$ cat config.mk
export PLATFORM = sky130hd
export DESIGN_NAME = dfd_trace_arb
export DESIGN_NICKNAME = d
export VERILOG_FILES = /design/src/rtl/dfd_trace_arb_pkg.sv /design/src/rtl/dfd_trace_flush_seq.sv /design/src/rtl/dfd_trace_arb.sv
export SDC_FILE = /design/constraint.sdc
export NUM_CORES = 1
export LEC_CHECK = 0
export CAP_MARGIN = 5
export CELL_PAD_IN_SITES_DETAIL_PLACEMENT = 2
export CELL_PAD_IN_SITES_GLOBAL_PLACEMENT = 2
export CORE_UTILIZATION = 23
export CTS_BUF_LIST = sky130_fd_sc_hd__clkbuf_8
export DETAILED_ROUTE_END_ITERATION = 7
export GPL_TIMING_DRIVEN = 0
export PLACE_DENSITY = 0.84
export SLEW_MARGIN = 20
export SYNTH_ARGS = -nofsm -noshare
export SYNTH_HDL_FRONTEND = slang
export SYNTH_SLANG_ARGS = --single-unit
$ cat constraint.sdc
create_clock -name clk -period 5.8 [get_ports clk]
set_input_delay 0.58 -clock clk [delete_from_list [all_inputs] [get_ports clk]]
set_output_delay 0.58 -clock clk [all_outputs]
set_load 0.01 [all_outputs]
$ cat src/rtl/dfd_trace_arb_pkg.sv
// Shared types and helpers for the trace-output arbiter and its flush sequencers.
package dfd_trace_arb_pkg;

  typedef enum logic [2:0] {
    IDLE  = 3'd0,
    FLUSH = 3'd1,
    DRAIN = 3'd2,
    DONE  = 3'd3,
    WAIT  = 3'd4
  } flush_state_e;

  localparam int unsigned MAX_TRACE_SRC = 8;

  // Source-id width; a 1-bit id is kept even for degenerate counts.
  function automatic int unsigned src_id_width(input int unsigned n);
    return (n <= 2) ? 1 : $clog2(n);
  endfunction

endpackage

$ cat src/rtl/dfd_trace_flush_seq.sv
// Per-source flush/stop sequencer: walks a source generator through flush, drain and completion.
module dfd_trace_flush_seq
  import dfd_trace_arb_pkg::*;
(
  input  logic clk,
  input  logic reset_n,
  input  logic net_flush,
  input  logic net_bp,
  input  logic src_req,
  input  logic beat_held,
  output logic hw_flush,
  output logic hw_stop,
  output logic flush_done,
  output logic flush_active_c
);

  flush_state_e state;
  logic         draining;

  assign draining       = (state == FLUSH) || (state == DRAIN);
  assign flush_active_c = draining;

  always_ff @(posedge clk) begin
    if (!reset_n) begin
      state      <= IDLE;
      hw_flush   <= 1'b0;
      hw_stop    <= 1'b0;
      flush_done <= 1'b0;
    end else begin
      flush_done <= 1'b0;
      // Backpressure turns a flush into a stop, so the two are mutually exclusive.
      hw_flush   <= draining & ~net_bp;
      hw_stop    <= draining & net_bp;
      case (state)
        IDLE: begin
          if (net_flush) state <= FLUSH;
        end
        FLUSH: begin
          if (!net_flush)    state <= IDLE;
          else if (!src_req) state <= DRAIN;
        end
        DRAIN: begin
          if (src_req) begin
            state <= FLUSH;
          end else if (!beat_held) begin
            state      <= DONE;
            flush_done <= 1'b1;
          end
        end
        DONE: begin
          state <= WAIT;
        end
        WAIT: begin
          if (!net_flush) state <= IDLE;
        end
        default: begin
          state <= IDLE;
        end
      endcase
    end
  end

endmodule

$ cat src/rtl/dfd_trace_arb.sv
// Weighted round-robin arbiter sharing one trace-network output among several packetizers,
// with flush-aware priority and a registered output beat.
module dfd_trace_arb
  import dfd_trace_arb_pkg::*;
#(
  parameter  int unsigned NUM_SRC             = 2,
  parameter  int unsigned DATA_WIDTH_IN_BYTES = 16,
  parameter  int unsigned WEIGHT_WIDTH        = 4,
  localparam int unsigned DATA_W              = DATA_WIDTH_IN_BYTES * 8,
  localparam int unsigned SRC_ID_W            = src_id_width(NUM_SRC)
) (
  input  logic                            clk,
  input  logic                            reset_n,
  input  logic                            arb_enable_in,
  input  logic [NUM_SRC*WEIGHT_WIDTH-1:0] weight_in,
  input  logic [NUM_SRC-1:0]              src_req_in,
  input  logic [NUM_SRC*DATA_W-1:0]       src_data_in,
  output logic [NUM_SRC-1:0]              src_pull_out,
  input  logic [NUM_SRC-1:0]              net_flush_in,
  input  logic [NUM_SRC-1:0]              net_bp_in,
  output logic [NUM_SRC-1:0]              hw_flush_out,
  output logic [NUM_SRC-1:0]              hw_stop_out,
  output logic [NUM_SRC-1:0]              flush_done_out,
  input  logic                            tr_gnt_in,
  output logic                            tr_vld_out,
  output logic [SRC_ID_W-1:0]             tr_src_out,
  output logic [DATA_W-1:0]               tr_data_out
);

  logic [NUM_SRC-1:0]      eligible_c;
  logic [NUM_SRC-1:0]      active_c;
  logic [NUM_SRC-1:0]      flush_pri_c;
  logic [NUM_SRC-1:0]      held_c;
  logic [SRC_ID_W-1:0]     owner;
  logic [WEIGHT_WIDTH-1:0] beat_cnt;
  logic [WEIGHT_WIDTH-1:0] owner_weight_c;
  logic [SRC_ID_W-1:0]     sel_c;
  logic                    hit_c;
  logic                    load_c;
  logic [DATA_W-1:0]       sel_data_c;

  assign eligible_c     = src_req_in & ~net_bp_in;
  assign flush_pri_c    = eligible_c & active_c;
  assign owner_weight_c = weight_in[32'(owner)*WEIGHT_WIDTH +: WEIGHT_WIDTH];

  // Picker: flushing sources first, then the owner within its weight, then rotate from owner+1.
  always_comb begin
    int unsigned idx;
    idx   = 0;
    sel_c = owner;
    hit_c = 1'b0;
    for (int unsigned i = 0; i < NUM_SRC; i++) begin
      if (!hit_c && flush_pri_c[i]) begin
        sel_c = SRC_ID_W'(i);
        hit_c = 1'b1;
      end
    end
    if (!hit_c && eligible_c[owner] && (beat_cnt < owner_weight_c)) begin
      sel_c = owner;
      hit_c = 1'b1;
    end
    for (int unsigned k = 1; k <= NUM_SRC; k++) begin
      idx = (32'(owner) + k) % NUM_SRC;
      if (!hit_c && eligible_c[idx]) begin
        sel_c = SRC_ID_W'(idx);
        hit_c = 1'b1;
      end
    end
  end

  assign load_c     = reset_n & (~tr_vld_out | tr_gnt_in) & arb_enable_in & hit_c;
  assign sel_data_c = src_data_in[32'(sel_c)*DATA_W +: DATA_W];

  // The pop pulse must coincide with the capture, so it is decoded directly from the load.
  always_comb begin
    src_pull_out = '0;
    if (load_c) src_pull_out[sel_c] = 1'b1;
  end

  always_ff @(posedge clk) begin
    if (!reset_n) begin
      owner       <= '0;
      beat_cnt    <= '0;
      tr_vld_out  <= 1'b0;
      tr_src_out  <= '0;
      tr_data_out <= '0;
    end else if (load_c) begin
      tr_vld_out  <= 1'b1;
      tr_src_out  <= sel_c;
      tr_data_out <= sel_data_c;
      if (sel_c != owner) begin
        owner    <= sel_c;
        beat_cnt <= '0;
      end else if (beat_cnt != '1) begin
        beat_cnt <= beat_cnt + WEIGHT_WIDTH'(1);
      end
    end else if (tr_gnt_in) begin
      tr_vld_out <= 1'b0;
    end
  end

  for (genvar i = 0; i < NUM_SRC; i++) begin : g_flush
    assign held_c[i] = tr_vld_out && (tr_src_out == SRC_ID_W'(i));

    dfd_trace_flush_seq u_seq (
      .clk            (clk),
      .reset_n        (reset_n),
      .net_flush      (net_flush_in[i]),
      .net_bp         (net_bp_in[i]),
      .src_req        (src_req_in[i]),
      .beat_held      (held_c[i]),
      .hw_flush       (hw_flush_out[i]),
      .hw_stop        (hw_stop_out[i]),
      .flush_done     (flush_done_out[i]),
      .flush_active_c (active_c[i])
    );
  end

endmodule
==> metrics.txt <==
core area 0.0337 mm^2; RSZ-0062 raised after global routing no; Die Y 187 um; number of synthesized register bits 147; commonest non-fill, non-tap cell in the layout clkdlybuf4s50_1; Global Route Usage Sum 24.7%; post-synthesis mux area share 0.649%; CTS Root Cell clkbuf_8; Worst Path Max Fanout 10; kind of critical path reg -> out; simple-gate portion of the synthesized area 30.6%; syn avg cell area 7.79 um^2; # hold bufs at CTS 0; dpl cell area 0.0126 mm^2; Worst setup SP type register; H-tree level count 4; register area share after synthesis 37.2%; FF/Latch Area 0.00294 mm^2; Clock Skews 0.0198 ns; first-pass GRT wire length 66600 um; port bufs 411; Synth Flop Type dfxtp_1; Yosys Warn Count 0; Die X 187 um; Row Count 67; Power, Total 2860 uW; DR pass1 iterations 5; share of post-route cells with drive strength above 1 4.39%; worst-margin pin slew 1.01 ns; gate count of the mapped netlist 1015; HP Class reg -> reg; P per Cell Area 218 mW/mm^2; XOR/XNOR Fraction of Synth Area 0.222%; NumNets Final 1723; worst path required time 5.22 ns; Initial DRC Count 370; die area 0.0351 mm^2; post-synthesis compound-gate area fraction 23.1%; Peak VDD IR 0.000125 V; CP Capture Type output port; Syn Nets 1293; Syn-to-layout area delta 65.6%; Yosys cell types 40; Synth area leaders dfxtp_1 (37%), o21a_1 (12%), and3_1 (10%); vias 9815; post-synthesis cell type with the largest combined area dfxtp_1; fillers 3868; most frequent cells in the layout clkdlybuf4s50_1 (411), dfxtp_1 (147), nand2_1 (136); Yosys top cell area share 37.2%; Routed WL 44000 um; I/O pins 412; Antenna Nets Post-Route 0; Post-Synth Adder-Cell Area 0.633%; max cap viols 0; Fin. Hold Viols 0; drt drc 0; Max Freq 210 MHz; maximum clock path buffer count 2; post-CTS sizing 0; routed length per placed instance 23.0 um; initial antenna violation count 10; vias in the first global route 10800; Period minus WS final 4.77 ns; Post-Syn Area 0.00791 mm^2; Slew HR 32.5%; Clk Latency, worst-skew pair 0.48 ns; fin area 0.0131 mm^2; Final Setup Violations 0; vias per cell 5.13; multi-input logic area 0.00436 mm^2; ys async rst share 0%; Slew Limit Fails 0; Post-synth EDFFs 0; CTS tree built; Leakage 0.00495 uW; post-CTS setup buffer count 0; Reg clk slew, reported paths 0.09 ns; largest net degree at the start of global routing 17; starting density of the core 23.5%; GRT overflow 0; post-DP HPWL 32800 um; fin util 38.8%; Arrival @ worst endpoint 4.19 ns; Clock Sinks 147; TritonCTS buffer count 17; status complete, no violations; fin crit share 82.2%; final setup TNS 0 ns; Placer Congestion 0.804; largest family of logic cells by synthesized area simple AND/OR/NAND/NOR gates
-- critical path, cell delays in order, from the launching register on --
cell and delay, ns:
dfxtp_1 0.38, buf_4 0.22, mux2i_1 0.25, ha_1 0.28, a21oi_1 0.17, o21ai_0 0.26
or2_2 0.38, o21a_1 0.23, buf_2 0.26, buf_2 0.23, buf_2 0.21, nor4_1 0.18
clkdlybuf4s50_1 0.64
-- synth_stat cells (4+ instances only) --
| cell type | n |
|---|---|
| nor3b_1 | 5 |
| dfxtp_1 | 147 |
| o21a_1 | 129 |
| nand2b_1 | 8 |
| buf_4 | 7 |
| buf_2 | 10 |
| nor3_1 | 7 |
| nor2b_1 | 5 |
| o21ai_0 | 123 |
| ha_1 | 4 |
| nand4_1 | 128 |
| nand3_1 | 5 |
| buf_6 | 12 |
| o211ai_1 | 4 |
| nand2_1 | 136 |
| and3_1 | 132 |
| nor2_1 | 9 |
| a21oi_1 | 7 |
| clkbuf_1 | 94 |
| mux2i_1 | 4 |
| o21ai_1 | 10 |
-- path summary, 6_finish.rpt --
check	startpoint	cells past startpoint	to	slack [ns]
min reg2reg	g_flush[1].u_seq.state[1]	2	g_flush[1].u_seq.state[2]	0.57
max	owner	12	src_pull_out[1]	1.03
min	g_flush[1].u_seq.state[1]	2	g_flush[1].u_seq.state[2]	0.57
max reg2reg	owner	12	tr_data_out[116]	2.34
-- cells by family after synthesis --
family,after synthesis
multiplexers,5
AND/OR/NAND/NOR,444
AO/OA/AOI/OAI,288
XOR/XNOR,2
buffers and inverters,125
flip-flops,147
adder cells (fa/ha/maj),4
-- routing by layer --
metal  vias to the layer above  part of all wire, %  track usage, %
li1                       4562                    -               -
met1                      4880                   41            28.9
met2                       308                   50            43.4
met3                        61                  5.7            6.25
met4                         4                  2.7            8.82
met5                         -                0.071               0
-- state kept, by name, summed over array words and instances, names as in the netlist --
| register | flops |
|---|---|
| beat_cnt | 4 |
| owner | 1 |
| tr_src_out | 1 |
| g_flush.u_seq.hw_stop | 2 |
| g_flush.u_seq.state | 6 |
| tr_data_out | 128 |
| g_flush.u_seq.hw_flush | 2 |
| tr_vld_out | 1 |
| g_flush.u_seq.flush_done | 2 |
-- through the flow --
stage	instances	hold WS, ns	setup WS (ns)
2_1_floorplan	1015	0.489	2.65
3_5_place_dp	1874	0.541	1.18
6_report	1913	0.566	1.03
5_1_grt	1913	0.601	0.747
4_1_cts	1906	0.568	0.961
3_3_place_gp	1874	0.521	1.28
-- layout make-up --
type	instances	area share, %
multi-input cells	743	33.3
repair buffers	411	31.4
flip-flops and latches	147	22.5
plain buffers	123	4.51
well taps	448	4.28
clock buffers	19	2.00
clock inverters	13	1.75
diodes	7	0.134
inverters	2	0.0574
-- where the power goes --
group / switching [uW] / internal [uW]
clock network: 465 / 579
registers: 32.7 / 1060
logic: 342 / 375
No activity file was read; power rests on OpenSTA's default activity.
